File: src/rtl/can_pkg.sv
// Shared types and sizes for the CAN transmit scheduler.
package can_pkg;

    localparam int FRAME_W  = 108;
    localparam int ID_W     = 11;
    localparam int NUM_MBOX = 4;
    localparam int SEL_W    = $clog2(NUM_MBOX);

    typedef enum logic [2:0] {
        IDLE,
        SELECT,
        START,
        BUSY,
        IFS
    } sched_state_t;

    typedef logic [SEL_W-1:0] mbox_idx_t;

    function automatic logic [ID_W-1:0] mbox_id(
        input logic [NUM_MBOX*ID_W-1:0] ids,
        input mbox_idx_t                m
    );
        return ids[m*ID_W +: ID_W];
    endfunction

endpackage

File: src/rtl/can_prio_select.sv
// Combinational priority pick: pending mailbox with the smallest identifier,
// ties going to the lowest mailbox index.
module can_prio_select
    import can_pkg::*;
(
    input  logic [NUM_MBOX-1:0]      pend,
    input  logic [NUM_MBOX*ID_W-1:0] ids,
    output mbox_idx_t                win,
    output logic                     valid
);

    logic [ID_W-1:0] best_id;

    always_comb begin
        // NOTE: every output gets a default first so no path can infer a latch.
        win     = '0;
        valid   = 1'b0;
        best_id = '1;
        // Strict less-than keeps the earlier (lower-index) mailbox on equal IDs.
        for (int m = 0; m < NUM_MBOX; m++) begin
            if (pend[m] && (!valid || mbox_id(ids, mbox_idx_t'(m)) < best_id)) begin
                win     = mbox_idx_t'(m);
                valid   = 1'b1;
                best_id = mbox_id(ids, mbox_idx_t'(m));
            end
        end
    end

endmodule

File: src/rtl/can_tx_sched.sv
// Transmit scheduler: waits for an idle bus, loads the highest-priority pending
// mailbox into can_tx, reports done/lost per mailbox and enforces intermission.
module can_tx_sched
    import can_pkg::*;
#(
    parameter int CLKS_PER_BIT = 10,
    parameter int IDLE_BITS    = 11,
    parameter int IFS_BITS     = 3
) (
    input  logic                         i_Clock,
    input  logic                         i_Rst_n,
    input  logic [NUM_MBOX-1:0]          i_Req,
    input  logic [NUM_MBOX-1:0]          i_Abort,
    input  logic [NUM_MBOX*ID_W-1:0]     i_Id,
    input  logic [NUM_MBOX*FRAME_W-1:0]  i_Frame,
    input  logic                         i_Rx_Serial,
    input  logic                         i_Tx_Done,
    input  logic                         i_Arb_Lost,
    output logic                         o_Tx_DV,
    output logic [FRAME_W-1:0]           o_Tx_Frame,
    output logic [NUM_MBOX-1:0]          o_Pending,
    output logic [NUM_MBOX-1:0]          o_Done,
    output logic [NUM_MBOX-1:0]          o_Lost,
    output logic                         o_Bus_Idle
);

    localparam int IDLE_MAX = IDLE_BITS * CLKS_PER_BIT;
    localparam int IFS_CYC  = IFS_BITS * CLKS_PER_BIT;
    localparam int IDLE_W   = $clog2(IDLE_MAX + 1);
    localparam int IFS_W    = $clog2(IFS_CYC + 1);

    sched_state_t        state, state_next;
    logic [NUM_MBOX-1:0] pend, pend_next, inflight;
    mbox_idx_t           sel, win;
    logic                win_valid;
    logic [IDLE_W-1:0]   idle_cnt;
    logic [IFS_W-1:0]    ifs_cnt;
    logic                bus_idle;
    logic                tx_dv_d;
    logic [NUM_MBOX-1:0] done_d, lost_d;

    can_prio_select u_prio (
        .pend  (pend),
        .ids   (i_Id),
        .win   (win),
        .valid (win_valid)
    );

    assign bus_idle = (idle_cnt == IDLE_W'(IDLE_MAX));

    // State register
    always_ff @(posedge i_Clock) begin
        // NOTE: nonblocking assignments so every flop updates from pre-edge values.
        if (!i_Rst_n) state <= IDLE;
        else          state <= state_next;
    end

    // Next-state logic
    always_comb begin
        state_next = state;
        unique case (state)
            IDLE:    if (|pend && bus_idle) state_next = SELECT;
            SELECT:  state_next = win_valid ? START : IDLE;
            START:   state_next = BUSY;
            BUSY:    if (i_Arb_Lost || i_Tx_Done) state_next = IFS;
            IFS:     if (ifs_cnt == IFS_W'(IFS_CYC - 1)) state_next = IDLE;
            default: state_next = IDLE;
        endcase
    end

    // Output logic, registered below so no input reaches an output combinationally
    always_comb begin
        tx_dv_d = 1'b0;
        done_d  = '0;
        lost_d  = '0;
        case (state)
            SELECT: tx_dv_d = win_valid;
            BUSY: begin
                if (i_Arb_Lost)     lost_d[sel] = 1'b1;
                else if (i_Tx_Done) done_d[sel] = 1'b1;
            end
            default: ;
        endcase
    end

    always_comb begin
        inflight = '0;
        if (state == START || state == BUSY) inflight[sel] = 1'b1;
    end

    // Abort beats a same-cycle request; completion retires the in-flight mailbox.
    assign pend_next = ((pend | i_Req) & ~(i_Abort & ~inflight)) & ~done_d;

    always_ff @(posedge i_Clock) begin
        if (!i_Rst_n) begin
            pend       <= '0;
            sel        <= '0;
            idle_cnt   <= '0;
            ifs_cnt    <= '0;
            o_Tx_DV    <= 1'b0;
            o_Tx_Frame <= '0;
            o_Done     <= '0;
            o_Lost     <= '0;
        end else begin
            pend    <= pend_next;
            o_Tx_DV <= tx_dv_d;
            o_Done  <= done_d;
            o_Lost  <= lost_d;

            if (state == SELECT) sel <= win;
            if (tx_dv_d)         o_Tx_Frame <= i_Frame[win*FRAME_W +: FRAME_W];

            if (!i_Rx_Serial)  idle_cnt <= '0;
            else if (!bus_idle) idle_cnt <= idle_cnt + 1'b1;

            if (state == IFS) ifs_cnt <= ifs_cnt + 1'b1;
            else              ifs_cnt <= '0;
        end
    end

    assign o_Pending  = pend;
    assign o_Bus_Idle = bus_idle;

endmodule

File: config.mk
export PLATFORM = sky130hd
export DESIGN_NAME = can_tx_sched
export DESIGN_NICKNAME = d
export VERILOG_FILES = /design/src/rtl/can_pkg.sv /design/src/rtl/can_prio_select.sv /design/src/rtl/can_tx_sched.sv
export SDC_FILE = /design/constraint.sdc
export NUM_CORES = 1
export LEC_CHECK = 0
export BUFFER_PORTS_ARGS = -buffer_cell sky130_fd_sc_hd__buf_2
export CORE_AREA = 2 2 239 241
export CTS_BUF_LIST = sky130_fd_sc_hd__clkbuf_2
export CTS_CLUSTER_SIZE = 10
export DETAILED_ROUTE_END_ITERATION = 16
export DIE_AREA = 0 0 241 243
export SYNTH_ARGS = -nofsm -noshare
export SYNTH_HDL_FRONTEND = slang
export SYNTH_HIERARCHICAL = 1
export SYNTH_SLANG_ARGS = --single-unit
export TNS_END_PERCENT = 100
File: constraint.sdc
create_clock -name i_Clock -period 10.58 [get_ports i_Clock]
set_input_delay 1.058 -clock i_Clock [delete_from_list [all_inputs] [get_ports i_Clock]]
set_output_delay 1.058 -clock i_Clock [all_outputs]
set_load 0.02 [all_outputs]
==> results of run 1 <==
==> flip-flops by register name (all words and copies together) (netlist names) <==
register,count
o_Done,4
ifs_cnt,5
o_Tx_Frame,108
sel,2
o_Tx_DV,1
o_Lost,4
idle_cnt,7
o_Pending,4
state,3
==> cells in the mapped netlist (5+ instances only) <==
cell type / instances / area share [%]
a21o_1: 8 / 0.74
a22o_1: 108 / 12
buf_6: 7 / 0.97
nor2b_1: 7 / 0.54
a21oi_1: 11 / 0.68
nand2b_1: 6 / 0.46
o21ai_0: 11 / 0.68
dfxtp_1: 138 / 34
mux2_2: 11 / 1.5
nor3_1: 5 / 0.31
nand2_1: 24 / 1.1
clkbuf_1: 24 / 1.1
a221oi_1: 5 / 0.54
o21a_1: 9 / 0.83
nand3_1: 10 / 0.62
ha_1: 33 / 5.1
inv_1: 18 / 0.83
nand4_1: 7 / 0.54
xor2_1: 7 / 0.75
o211ai_1: 5 / 0.46
buf_2: 23 / 1.4
nor2_1: 31 / 1.4
mux4_2: 108 / 30
==> final timing paths <==
kind	from	to	slack, ns	cells after the start
setup reg to reg	o_Pending[0]$_SDFF_PN0_	o_Tx_Frame[74]$_SDFFE_PN0P_	2.38	27
hold reg to reg	o_Tx_Frame[2]$_SDFFE_PN0P_	o_Tx_Frame[2]$_SDFFE_PN0P_	0.51	1
setup / recovery	o_Pending[0]$_SDFF_PN0_	o_Tx_Frame[74]$_SDFFE_PN0P_	2.38	27
hold / removal	i_Abort[2]	o_Pending[2]$_SDFF_PN0_	0.30	2
==> power by group <==
group	leakage [uW]	internal [uW]	switching [uW]	total [uW]
Combinational	0.00441	250	190	440
Clock	0.000175	148	262	409
Sequential	0.00111	523	2.59	526
Total	0.00570	921	454	1370
==> cell families (layout without fill, tap and decap cells) <==
group,after synthesis,after routing,synth area share (%)
buf+inv,76,668,4.782
xor+xnor,10,10,1.077
other cells,0,6,0
fa+ha+maj,33,33,5.075
compound gates,170,170,16.90
simple gates,105,105,6.428
flops,138,138,33.95
mux,122,122,31.79
==> metal layers <==
metal	vias up	share of wire, %
li1	3822	-
met1	4107	37
met2	478	49
met3	56	10
met4	4	3.2
met5	-	0.063
==> through the flow <==
stage | utilization, % | setup WS [ns] | instance area, um^2 | hold slack [ns]
finish | 21.92 | 2.379 | 12270 | 0.3022
global route | 21.91 | 1.785 | 12260 | 0.1157
CTS | 21.90 | 2.415 | 12250 | 0.07941
detailed placement | 21.35 | 2.218 | 11940 | 0.4580
global placement | 21.35 | 2.453 | 11940 | 0.4451
floorplan | - | 3.672 | 8137 | 0.4337
==> area by class of cell <==
cell class,count,area (um^2)
fill,6152,43690
multi-input combinational,440,5030
timing repair buffer,618,3138
sequential,138,2763
tap,756,945.9
clock inverter,15,221.5
clock buffer,17,85.08
inverter,18,67.56
antenna,6,15.01
==> flow_summary.json, run 1 <==
{
  "maxSlewHeadroom_pct": 37.15,
  "ant_nets": 0,
  "grt_usage_pct": 14.01,
  "gr-usage-met1_pct": 15.27,
  "cts_sinks": 138,
  "cp_slowest_cell": "buf_4",
  "syn_area_mm2": 0.008137,
  "cap_violations": 0,
  "end_kind": "register",
  "hold_class": "in -> reg",
  "overflow": 0,
  "viasPerCell": 4.217,
  "drt_iter0_markers": 407,
  "place.gp.congestion": 0.9218,
  "grt_util_met3_pct": 5.470,
  "path_buf_inv": 2,
  "ys_types": 47,
  "area_delta_synth_final_pct": 50.75,
  "layout-drive-gt1-share_pct": 62.28,
  "netlist_instances": 654,
  "grt_max_degree": 64,
  "final_common_cell": "buf_2",
  "layout_common_cells": "buf_2 (610), dfxtp_1 (138), mux4_2 (108), a22o_1 (108), ha_1 (33)",
  "avgSynthCellArea_um2": 12.44,
  "slew_violations": 0,
  "cts_buffers": 17,
  "status": "complete, no violations",
  "routedWlPerCell_um": 21.41,
  "dp.cells": 1970,
  "coreArea_mm2": 0.05595,
  "critical_path.max_fanout": 62,
  "path_clk_slew_ns": 0.25,
  "dieHeight_um": 243,
  "ioPinCount": 611,
  "cts-root-buf": "clkbuf_2",
  "slowest_delay_ns": 0.67,
  "die_w_um": 241,
  "crit_path_start_kind": "register",
  "rows": 87,
  "critPathMostFrequentCell": "ha_1",
  "worstPathArrival_ns": 9.03,
  "drcViolationCount": 0,
  "skew_ns": 0.05016,
  "fin_crit_sh_pct": 77.51,
  "ys.warnings.count": 6,
  "port_buffers": 610,
  "tightest_slew_ns": 0.9427,
  "ys.flop_type": "dfxtp_1",
  "post_cts_buffers": 0,
  "ctsHoldBuffers": 0,
  "finalSetupTns_ns": 0,
  "antenna_found_initial": 9,
  "initial_utilization_pct": 14.54,
  "cts_tree": "done",
  "ys_seq_area_share_pct": 33.95,
  "synth-seq-cells": 138,
  "dp_hpwl_mm": 35.83,
  "clock_path_buffers": 2,
  "grt_pass1_wl_mm": 57.82,
  "setup_viol": 0,
  "top_usage_layer": "met2",
  "critPathTopFamily": "compound AO/OA/AOI/OAI gates",
  "clock.fmax_mhz": 121.9,
  "post_cts_resized": 0,
  "hold_viol": 0,
  "met2_usage_pct": 24.34,
  "dieArea_mm2": 0.05856,
  "drt-pass1-iter-count": 5,
  "instances_no_fill": 2008,
  "clk_latency_ns": 0.94,
  "routed_wl_mm": 43.00,
  "num_vias": 8467,
  "power_density_mw_per_mm2": 112.1,
  "nets": 1755,
  "syn-num-nets": 1176,
  "h-tree-depth": 4,
  "p_leak_uw": 0.005697,
  "grt_pass1_vias": 8562,
  "synthArstFlopShare_pct": 0,
  "rsz0062_at_grt": "false",
  "total_power_uw": 1375,
  "timing.final.crit_period_ns": 8.201,
  "synth_edf_count": 0,
  "required_ns": 11.41,
  "setup.worst_path.class": "reg -> reg",
  "peakVddDrop_v": 0.00006442
}
(Power assumes the default switching activity.)
==> run 2: changes to the inputs <==
Settings changed: CORE_AREA 2 2 239 241 to 2 2 240 242, DIE_AREA 0 0 241 243 to 0 0 242 244.
Clock period 10.58 ns to 8.3 ns, I/O delays scaled along.
==> flow_summary.json, run 2 (same netlist as run 1, synthesis figures left out) <==
{
  "cts_sinks": 138,
  "stdcell_area_mm2": 0.01356,
  "required_ns": 9.25,
  "slew_violations": 0,
  "skew_ns": 0.06559,
  "drt_iter0_markers": 496,
  "coreArea_mm2": 0.05617,
  "layout_common_cells": "buf_2 (610), dfxtp_1 (138), dlygate4sd3_1 (114), mux4_2 (108), a22o_1 (108)",
  "dieArea_mm2": 0.05905,
  "maxSlewHeadroom_pct": 44.09,
  "cts-root-buf": "clkbuf_2",
  "die_w_um": 242,
  "p_leak_uw": 0.006245,
  "drcViolationCount": 0,
  "place.gp.congestion": 0.9595,
  "routed_wl_mm": 46.35,
  "finalSetupTns_ns": 0,
  "end_kind": "register",
  "grt_pass1_vias": 9485,
  "setup_viol": 0,
  "cts_buffers": 17,
  "setup.worst_path.class": "reg -> reg",
  "port_buffers": 610,
  "hold_viol": 0,
  "rows": 87,
  "whs_ns": 0.2496,
  "initial_utilization_pct": 14.49,
  "largest_register": "o_Tx_Frame",
  "grt_usage_pct": 14.83,
  "fin_crit_sh_pct": 93.72,
  "cts_tree": "done",
  "peakVddDrop_v": 0.00008654,
  "total_power_uw": 1835,
  "grt_pass1_wl_mm": 63.18,
  "dp_hpwl_mm": 35.17,
  "critical_path.max_fanout": 65,
  "ant_nets": 0,
  "clk_latency_ns": 1.01,
  "dpl_cell_area_mm2": 0.01198,
  "hold_class": "in -> reg",
  "utilization_pct": 24.14,
  "timing.final.crit_period_ns": 7.779,
  "largestRegisters": "o_Tx_Frame: 108 flops, idle_cnt: 7 flops, ifs_cnt: 5 flops",
  "clock.fmax_mhz": 128.6,
  "dieHeight_um": 244,
  "n_fill_cell": 6040,
  "antenna_found_initial": 22,
  "crit_path_start_kind": "register",
  "final_common_cell": "buf_2",
  "h-tree-depth": 4,
  "status": "complete, no violations",
  "worstPathArrival_ns": 8.73,
  "r2r_slack_ns": 0.52,
  "path_clk_slew_ns": 0.29,
  "layout-drive-gt1-share_pct": 57.62,
  "cap_violations": 0,
  "grt_max_degree": 66,
  "viasPerCell": 4.272,
  "largest_reg_flops": 108,
  "area_delta_synth_final_pct": 66.66,
  "drt-pass1-iter-count": 5,
  "power_density_mw_per_mm2": 135.3,
  "tightest_slew_ns": 0.8386,
  "num_vias": 9134,
  "overflow": 0,
  "clock_path_buffers": 2,
  "nets": 1880,
  "routedWlPerCell_um": 21.68,
  "ioPinCount": 611
}
-- run 2: cell count changes in the layout (fill, tap and decap cells not counted), sizes merged --
cell	before	now
dlygate4sd3	0	114
clkbuf	17	19
buf	618	626
diode	6	11
clkinv	2	7
a32o	1	2
inv	27	19
bufinv	3	4
clkinvlp	1	3
-- run 2: layout make-up --
| class | count | area, um^2 | area share [%] |
|---|---|---|---|
| Inverter | 18 | 71.32 | 0.5259 |
| Tap cell | 756 | 945.9 | 6.975 |
| Clock buffer | 17 | 85.08 | 0.6274 |
| Clock inverter | 15 | 197.7 | 1.458 |
| Timing Repair Buffer | 742 | 4404 | 32.48 |
| Sequential cell | 138 | 2763 | 20.37 |
| Antenna cell | 11 | 27.53 | 0.2030 |
| Multi-Input combinational cell | 441 | 5066 | 37.36 |
-- run 2: where the power goes --
group	total (uW)	switching, uW	internal, uW	leakage [uW]
clock	513	313	199	0.000162
sequential	669	2.74	666	0.00111
combinational	653	279	374	0.00497
total	1830	595	1240	0.00625
-- run 2: per-stage QoR --
| step | instances | worst slack [ns] |
|---|---|---|
| after floorplan | 654 | 1.612 |
| after global placement | 1972 | 0.3114 |
| after detailed placement | 1972 | 0.2155 |
| after CTS | 2118 | 0.02675 |
| after global routing | 2134 | -0.002841 |
| final | 2138 | 0.5210 |
-- run 2: worst max-delay path: stages (launching register included) --
cell	delay [ns]
dfxtp_1	0.43
clkinvlp_4	0.28
nor2_1	0.29
ha_1	0.16
nand4_1	0.14
nor2_1	0.18
o211ai_1	0.21
a32o_4	0.43
o21a_1	0.22
ha_1	0.30
a21oi_1	0.16
o211ai_1	0.15
a221oi_1	0.38
nand3_1	0.13
a221o_1	0.38
nand2_2	0.29
mux2_2	0.38
ha_1	0.29
a21o_1	0.19
a221oi_1	0.33
o21ai_1	0.22
a211oi_1	0.30
a32oi_2	0.23
o2111ai_4	0.21
buf_12	0.33
mux4_2	0.36
dlygate4sd3_1	0.57
a22o_1	0.19
-- run 2: worst paths after layout --
check                                                 start                           to  cells past startpoint
worst min register to register  o_Tx_Frame[14]$_SDFFE_PN0P_  o_Tx_Frame[14]$_SDFFE_PN0P_                      1
worst max-delay path                o_Pending[0]$_SDFF_PN0_  o_Tx_Frame[86]$_SDFFE_PN0P_                     27
worst max register to register      o_Pending[0]$_SDFF_PN0_  o_Tx_Frame[86]$_SDFFE_PN0P_                     27
worst min-delay path                           i_Frame[388]  o_Tx_Frame[64]$_SDFFE_PN0P_                      3
-- run 2: routing by layer --
metal / track usage [%] / wire length [um]
met5: 0 / 80
met2: 23.77 / 21600
met1: 16.58 / 17940
met4: 9.187 / 2466
met3: 5.806 / 4265
-- run 2: repair_timing --
action | CTS | global route
endpoints found under the hold margin | 53 | 0
setup endpoints to repair | 0 | 107
resized for setup | 0 | 9
setup buffers | 0 | 4
hold buffers | 114 | 0
